## config.mk

```make
export PLATFORM = sky130hd
export DESIGN_NAME = barrier_actuator_ctrl_flat
export DESIGN_NICKNAME = d
export VERILOG_FILES = /design/src/rtl/railway_pkg.sv /design/src/rtl/barrier_actuator_ctrl_if.sv /design/src/rtl/barrier_channel_fsm.sv /design/src/rtl/barrier_actuator_ctrl.sv /design/src/flat_wrapper.sv
export SDC_FILE = /design/constraint.sdc
export NUM_CORES = 1
export LEC_CHECK = 0
export ABC_AREA = 1
export BUFFER_PORTS_ARGS = -buffer_cell sky130_fd_sc_hd__buf_2
export CAP_MARGIN = 20
export CORE_UTILIZATION = 63
export CTS_CLUSTER_DIAMETER = 40
export DETAILED_ROUTE_END_ITERATION = 12
export PLACE_DENSITY = 0.88
export SYNTH_ARGS = -nofsm -noshare
export SYNTH_HDL_FRONTEND = slang
export SYNTH_SLANG_ARGS = --single-unit
```

## constraint.sdc

```tcl
create_clock -name clk -period 5.6 [get_ports clk]
set_clock_uncertainty 0.15 [all_clocks]
set_input_delay 0.84 -clock clk [delete_from_list [all_inputs] [get_ports clk]]
set_output_delay 0.84 -clock clk [all_outputs]
set_load 0.01 [all_outputs]
```

## src/rtl/railway_pkg.sv

```systemverilog
// rtl/railway_pkg.sv - barrier channel state encoding and default timing constants
package railway_pkg;

  localparam int STATE_W              = 3;
  localparam int DEFAULT_WARN_CYCLES  = 150_000_000;
  localparam int DEFAULT_MOVE_TIMEOUT = 250_000_000;
  localparam int DEFAULT_CNT_W        = 32;

  typedef enum logic [STATE_W-1:0] {
    ST_UP       = 3'd0,
    ST_WARN     = 3'd1,
    ST_LOWERING = 3'd2,
    ST_CLOSED   = 3'd3,
    ST_RAISING  = 3'd4,
    ST_FAULT    = 3'd5
  } barrier_state_e;

  // Both limit switches closed at once cannot happen on a healthy arm.
  function automatic logic switches_contradict(input logic lu, input logic ld);
    return lu & ld;
  endfunction

endpackage

```

## src/rtl/barrier_actuator_ctrl_if.sv

```systemverilog
// rtl/barrier_actuator_ctrl_if.sv - command, limit-switch and motor/status bundle for the barrier block
interface barrier_actuator_ctrl_if #(
  parameter int NUM_CROSSINGS = 4
);

  logic [NUM_CROSSINGS-1:0]   barrier_cmd;
  logic [NUM_CROSSINGS-1:0]   limit_up;
  logic [NUM_CROSSINGS-1:0]   limit_down;
  logic                       fault_clear;
  logic [NUM_CROSSINGS-1:0]   motor_down;
  logic [NUM_CROSSINGS-1:0]   motor_up;
  logic [NUM_CROSSINGS-1:0]   flash_warn;
  logic [NUM_CROSSINGS-1:0]   barrier_closed;
  logic [NUM_CROSSINGS-1:0]   barrier_fault;
  logic [3*NUM_CROSSINGS-1:0] state_out;

  modport master (
    output barrier_cmd, limit_up, limit_down, fault_clear,
    input  motor_down, motor_up, flash_warn, barrier_closed, barrier_fault, state_out
  );

  modport slave (
    input  barrier_cmd, limit_up, limit_down, fault_clear,
    output motor_down, motor_up, flash_warn, barrier_closed, barrier_fault, state_out
  );

endinterface

```

## src/rtl/barrier_channel_fsm.sv

```systemverilog
// rtl/barrier_channel_fsm.sv - one barrier arm: limit-switch synchronizers, movement timer and sequencing FSM
module barrier_channel_fsm
  import railway_pkg::*;
#(
  parameter int WARN_CYCLES  = DEFAULT_WARN_CYCLES,
  parameter int MOVE_TIMEOUT = DEFAULT_MOVE_TIMEOUT,
  parameter int CNT_W        = DEFAULT_CNT_W
) (
  input  logic               clk,
  input  logic               rst,
  input  logic               cmd_i,
  input  logic               limit_up_i,
  input  logic               limit_down_i,
  input  logic               fault_clear_i,
  output logic               motor_down_o,
  output logic               motor_up_o,
  output logic               flash_warn_o,
  output logic               closed_o,
  output logic               fault_o,
  output logic [STATE_W-1:0] state_o
);

  localparam logic [CNT_W-1:0] WARN_LAST = CNT_W'(WARN_CYCLES - 1);
  localparam logic [CNT_W-1:0] MOVE_LAST = CNT_W'(MOVE_TIMEOUT - 1);

  logic [1:0]       lu_sync_q;
  logic [1:0]       ld_sync_q;
  logic             lu;
  logic             ld;
  barrier_state_e   state_q;
  barrier_state_e   state_d;
  logic [CNT_W-1:0] timer_q;
  logic [CNT_W-1:0] timer_d;

  assign lu = lu_sync_q[1];
  assign ld = ld_sync_q[1];

  always_ff @(posedge clk or posedge rst) begin
    if (rst) begin
      lu_sync_q <= 2'b00;
      ld_sync_q <= 2'b00;
      state_q   <= ST_UP;
      timer_q   <= '0;
    end else begin
      lu_sync_q <= {lu_sync_q[0], limit_up_i};
      ld_sync_q <= {ld_sync_q[0], limit_down_i};
      state_q   <= state_d;
      timer_q   <= timer_d;
    end
  end

  always_comb begin
    state_d = state_q;
    if (state_q != ST_FAULT && switches_contradict(lu, ld)) begin
      state_d = ST_FAULT;
    end else begin
      case (state_q)
        ST_UP:       if (cmd_i) state_d = ST_WARN;
        ST_WARN:     if (!cmd_i) state_d = ST_UP;
                     else if (timer_q == WARN_LAST) state_d = ST_LOWERING;
        ST_LOWERING: if (ld) state_d = ST_CLOSED;
                     else if (!cmd_i) state_d = ST_RAISING;
                     else if (timer_q == MOVE_LAST) state_d = ST_FAULT;
        ST_CLOSED:   if (!ld) state_d = ST_FAULT;
                     else if (!cmd_i) state_d = ST_RAISING;
        // A reversal skips the warning: lights are already flashing.
        ST_RAISING:  if (cmd_i) state_d = ST_LOWERING;
                     else if (lu) state_d = ST_UP;
                     else if (timer_q == MOVE_LAST) state_d = ST_FAULT;
        ST_FAULT:    if (fault_clear_i && (lu ^ ld)) begin
                       if (ld && cmd_i) state_d = ST_CLOSED;
                       else if (lu) state_d = ST_UP;
                     end
        default:     state_d = ST_FAULT;
      endcase
    end
    if (state_d != state_q) timer_d = '0;
    else if (&timer_q)      timer_d = timer_q;
    else                    timer_d = timer_q + CNT_W'(1);
  end

  // Lights stay on in every state but UP, including FAULT and illegal codes.
  always_comb begin
    motor_down_o = 1'b0;
    motor_up_o   = 1'b0;
    flash_warn_o = 1'b1;
    closed_o     = 1'b0;
    fault_o      = 1'b0;
    case (state_q)
      ST_UP:       flash_warn_o = 1'b0;
      ST_LOWERING: motor_down_o = 1'b1;
      ST_CLOSED:   closed_o     = 1'b1;
      ST_RAISING:  motor_up_o   = 1'b1;
      ST_FAULT:    fault_o      = 1'b1;
      default:     ;
    endcase
    state_o = state_q;
  end

endmodule

```

## src/rtl/barrier_actuator_ctrl.sv

```systemverilog
// rtl/barrier_actuator_ctrl.sv - N independent barrier arm sequencers behind one interface
module barrier_actuator_ctrl
  import railway_pkg::*;
#(
  parameter int NUM_CROSSINGS = 4,
  parameter int WARN_CYCLES   = DEFAULT_WARN_CYCLES,
  parameter int MOVE_TIMEOUT  = DEFAULT_MOVE_TIMEOUT,
  parameter int CNT_W         = DEFAULT_CNT_W
) (
  input logic                    clk,
  input logic                    rst,
  barrier_actuator_ctrl_if.slave ctrl
);

  logic [NUM_CROSSINGS-1:0]         motor_down_w;
  logic [NUM_CROSSINGS-1:0]         motor_up_w;
  logic [NUM_CROSSINGS-1:0]         flash_warn_w;
  logic [NUM_CROSSINGS-1:0]         closed_w;
  logic [NUM_CROSSINGS-1:0]         fault_w;
  logic [STATE_W*NUM_CROSSINGS-1:0] state_w;

  for (genvar gi = 0; gi < NUM_CROSSINGS; gi++) begin : g_ch
    barrier_channel_fsm #(
      .WARN_CYCLES  (WARN_CYCLES),
      .MOVE_TIMEOUT (MOVE_TIMEOUT),
      .CNT_W        (CNT_W)
    ) u_ch (
      .clk           (clk),
      .rst           (rst),
      .cmd_i         (ctrl.barrier_cmd[gi]),
      .limit_up_i    (ctrl.limit_up[gi]),
      .limit_down_i  (ctrl.limit_down[gi]),
      .fault_clear_i (ctrl.fault_clear),
      .motor_down_o  (motor_down_w[gi]),
      .motor_up_o    (motor_up_w[gi]),
      .flash_warn_o  (flash_warn_w[gi]),
      .closed_o      (closed_w[gi]),
      .fault_o       (fault_w[gi]),
      .state_o       (state_w[STATE_W*gi +: STATE_W])
    );
  end

  assign ctrl.motor_down     = motor_down_w;
  assign ctrl.motor_up       = motor_up_w;
  assign ctrl.flash_warn     = flash_warn_w;
  assign ctrl.barrier_closed = closed_w;
  assign ctrl.barrier_fault  = fault_w;
  assign ctrl.state_out      = state_w;

endmodule

```

## src/flat_wrapper.sv

```systemverilog
// flat-port wrapper written by rule: the top's interface ports become plain ports
module barrier_actuator_ctrl_flat import railway_pkg::*;
#(
  parameter int NUM_CROSSINGS = 4,
  parameter int WARN_CYCLES   = DEFAULT_WARN_CYCLES,
  parameter int MOVE_TIMEOUT  = DEFAULT_MOVE_TIMEOUT,
  parameter int CNT_W         = DEFAULT_CNT_W
)
  (clk, rst, ctrl_barrier_cmd, ctrl_limit_up, ctrl_limit_down, ctrl_fault_clear, ctrl_motor_down, ctrl_motor_up, ctrl_flash_warn, ctrl_barrier_closed, ctrl_barrier_fault, ctrl_state_out);
  barrier_actuator_ctrl_if #(.NUM_CROSSINGS(NUM_CROSSINGS)) ctrl_i ();
  input logic clk;
  input logic rst;
  input wire logic [$bits(ctrl_i.barrier_cmd)-1:0] ctrl_barrier_cmd;
  input wire logic [$bits(ctrl_i.limit_up)-1:0] ctrl_limit_up;
  input wire logic [$bits(ctrl_i.limit_down)-1:0] ctrl_limit_down;
  input wire logic [$bits(ctrl_i.fault_clear)-1:0] ctrl_fault_clear;
  output wire logic [$bits(ctrl_i.motor_down)-1:0] ctrl_motor_down;
  output wire logic [$bits(ctrl_i.motor_up)-1:0] ctrl_motor_up;
  output wire logic [$bits(ctrl_i.flash_warn)-1:0] ctrl_flash_warn;
  output wire logic [$bits(ctrl_i.barrier_closed)-1:0] ctrl_barrier_closed;
  output wire logic [$bits(ctrl_i.barrier_fault)-1:0] ctrl_barrier_fault;
  output wire logic [$bits(ctrl_i.state_out)-1:0] ctrl_state_out;
  assign ctrl_i.barrier_cmd = ctrl_barrier_cmd;
  assign ctrl_i.limit_up = ctrl_limit_up;
  assign ctrl_i.limit_down = ctrl_limit_down;
  assign ctrl_i.fault_clear = ctrl_fault_clear;
  assign ctrl_motor_down = ctrl_i.motor_down;
  assign ctrl_motor_up = ctrl_i.motor_up;
  assign ctrl_flash_warn = ctrl_i.flash_warn;
  assign ctrl_barrier_closed = ctrl_i.barrier_closed;
  assign ctrl_barrier_fault = ctrl_i.barrier_fault;
  assign ctrl_state_out = ctrl_i.state_out;
  barrier_actuator_ctrl #(.NUM_CROSSINGS(NUM_CROSSINGS), .WARN_CYCLES(WARN_CYCLES), .MOVE_TIMEOUT(MOVE_TIMEOUT), .CNT_W(CNT_W)) u_core (.clk(clk), .rst(rst), .ctrl(ctrl_i));
endmodule
```

==> flow_summary.yaml <==
cts:
  clkSinkCount: 156
  cts_root_buf: "clkbuf_16"
  numCtsBuffers: 17
  cts_hold_buf: 0
  tritoncts: "yes"
  clk_pin_slew_ns: 0.07
  post_cts_resized: 0
  htreeDepth: 4
  clock_latency_ns: 0.44
  cts_setup_buffers: 0
  clockBufferDepth: 2
worst_setup_path:
  end_kind: "register"
  crit_family: "simple AND/OR/NAND/NOR gates"
  max_stage_delay_ns: 0.56
  worstReg2RegEnd: "u_core.g_ch[0].u_ch.timer_q[19]$_DFFE_PP0P_"
  rr_worst_depth: 11
  worstSetupEndpoint: "u_core.g_ch[0].u_ch.timer_q[19]$_DFFE_PP0P_"
  crit_cells: 11
  cp_slowest_cell: "nand4_1"
  critPathMaxFanout: 13
  path_buf_inv: 1
  critPathRequiredTime_ns: 5.74
  path_class: "reg -> reg"
  crit_start: "u_core.g_ch[0].u_ch.timer_q[1]$_DFFE_PP0P_"
  path_cells: "ha_1 > nand2_1 > inv_1 > nand2_1 > nor2_1 > nand2_1 > nor2_1 > nand4_1 > nand4_1 > xor2_1 > nor2_1"
  rrSetupSlack_ns: 2.69
  start_kind: "register"
  r2r-start: "u_core.g_ch[0].u_ch.timer_q[1]$_DFFE_PP0P_"
  cp.arrival_ns: 3.05
sta:
  maxSlewHeadroom: 0.515
  worst_slew_pin_slew_ns: 0.725
  layout_min_cycle_time_ns: 2.91
  rsz0062_at_grt: "false"
  fmax_mhz: 344
  finalMaxSlewViolations: 0
  whs_ns: 0.157
  fin_crit_sh: 0.520
  tns_ns: 0
  setup_viol: 0
  hold_violations: 0
synthesis:
  netlist_top_cells_count: "372 x nand2_1, 290 x nor2_1, 218 x inv_1"
  synth_cells: 1484
  ys_warn_count: 0
  synth-seq-area-share: 0.387
  yosys.area.top_type: "dfrtp_1"
  avgSynthCellArea_um2: 6.80
  synthFlopType: "dfrtp_1"
  yosys.area.top_type_share: 0.387
  synthesis.nets: 1507
  synth_top_family_by_area: "simple AND/OR/NAND/NOR gates"
  synth_mux_area_frac: 0.00211
  synth_compound_area_frac: 0.0377
  yosysMostFrequentCell: "nand2_1"
  synth-edff-count: 0
  synth-seq-cells: 156
  synth-simple-area-share: 0.398
  synthArstFlopShare: 1.00
  ys_types: 41
  synth_area_um2: 10100
  ys_top_cells_by_area: "dfrtp_1 39%, nand2_1 14%, nor2_1 11%"
  synth-xor-area-share: 0.0530
  synth-adder-area-share: 0.00992
power_and_ir_drop:
  powerDensity_nw_per_um2: 330
  vdd_ir_drop_max_mv: 0.271
  p_leak_nw: 5.32
  finalPower_mw: 3.62
layout:
  final_area_um2: 11000
  fillCellCount: 1289
  final_core_util: 0.711
  fin_nets: 1538
  drive_above_1_share: 0.0838
  syn_to_final_growth_pct: 8.66
global_route:
  grt-ovfl-total: 0
  grt_max_degree: 114
  track_usage: 0.302
  antenna_found_initial: 0
  grt_pass1_wl_um: 39900
  grt_pass1_vias: 8669
detailed_routing:
  routed_wl_um: 23800
  via_per_inst: 5.42
  drt_iter0_markers: 789
  ant_nets: 0
  drt_pass1_iterations: 6
  via_count: 9431
  drc: 0
  wl_per_cell_um: 13.7
status:
  status: "completed"
floorplanning:
  die-width_um: 129
  core.rowCount: 45
  ioPinCount: 47
  initial_utilization: 0.654
  die_area_um2: 16500
  dieHeight_um: 129
  core_area_um2: 15400
placement:
  dp_hpwl_um: 17000
  place_congestion: 0.947
  placed_cell_area_um2: 10300
  io_buffers: 46
hold_path:
  hold_class: "in -> async"
run:
  maxCapViolCount: 0
cell families (layout without fill, tap and decap cells):
family          after synthesis  in the layout
fa+ha+maj                     8              8
xor+xnor                     61             61
simple gates                926            926
buf+inv                     262            306
flops                       156            156
compound gates               69             69
mux                           2              2
other cells                   0              1
worst min path at each step:
stage | from | endpoint | slack, ns | cells after the start
after global routing | rst | u_core.g_ch[3].u_ch.timer_q[7]$_DFFE_PP0P_ | 0.16 | 2
after global placement | u_core.g_ch[0].u_ch.lu_sync_q[0]$_DFF_PP0_ | u_core.g_ch[0].u_ch.lu_sync_q[1]$_DFF_PP0_ | 0.18 | 0
after floorplan | u_core.g_ch[0].u_ch.ld_sync_q[0]$_DFF_PP0_ | u_core.g_ch[0].u_ch.ld_sync_q[1]$_DFF_PP0_ | 0.18 | 0
after CTS | u_core.g_ch[1].u_ch.lu_sync_q[0]$_DFF_PP0_ | u_core.g_ch[1].u_ch.lu_sync_q[1]$_DFF_PP0_ | 0.21 | 0
after detailed placement | u_core.g_ch[1].u_ch.ld_sync_q[0]$_DFF_PP0_ | u_core.g_ch[1].u_ch.ld_sync_q[1]$_DFF_PP0_ | 0.18 | 0
final | rst | u_core.g_ch[3].u_ch.timer_q[7]$_DFFE_PP0P_ | 0.16 | 2
final cells by class:
| cell class | count | area, um^2 | area share |
|---|---|---|---|
| well taps | 211 | 264 | 0.0241 |
| inverters | 225 | 850 | 0.0775 |
| multi-input cells | 1066 | 5050 | 0.461 |
| repair buffers | 49 | 293 | 0.0267 |
| flip-flops and latches | 156 | 3900 | 0.356 |
| clock buffers | 17 | 425 | 0.0388 |
| diodes | 1 | 2.50 | 0.000228 |
| clock inverters | 15 | 175 | 0.0160 |
flip-flops by register name, summed over array words and instances (netlist names):
signal                      count
u_core.g_ch.u_ch.ld_sync_q      8
u_core.g_ch.u_ch.lu_sync_q      8
u_core.g_ch.u_ch.state_o       12
u_core.g_ch.u_ch.timer_q      128
layer usage:
layer / wire length [um] / global-route usage / share of wire
met2: 11800 / 0.516 / 0.50
met5: 0 / 0 / 0
met3: 1330 / 0.0570 / 0.056
met1: 10300 / 0.393 / 0.43
met4: 361 / 0.0858 / 0.015
metrics by stage:
step | instances | worst slack (ns)
global placement | 1705 | 2.63
floorplan | 1484 | 0.403
global route | 1739 | 2.52
CTS | 1737 | 2.61
detailed placement | 1705 | 2.47
finish | 1740 | 2.69
where the power goes:
group          total [mW]  switching (mW)  internal [mW]
Clock                1.19           0.520          0.673
Sequential           1.30           0.109           1.19
Combinational        1.13           0.791          0.337
layout by cell type, fill, tap and decap left out, types with 2 or more instances in the layout:
cell,count
inv_1,217
o22ai_1,9
nand2_1,372
nor2_2,18
buf_2,46
nor4_1,8
nor2_1,290
xnor2_1,13
inv_6,6
nand2_2,4
nor3_2,6
xor2_1,48
o21ai_0,40
buf_16,2
a21oi_1,10
inv_2,7
clkinv_4,2
clkbuf_16,17
nor3_1,35
and3_1,2
nand4_1,50
inv_8,3
nor2_4,2
dfrtp_1,156
ha_1,8
bufinv_16,2
nand3_2,2
nand3_1,127
a31oi_1,2
nand3b_1,5
clkinvlp_4,2
No activity file was read; power rests on OpenSTA's default activity.
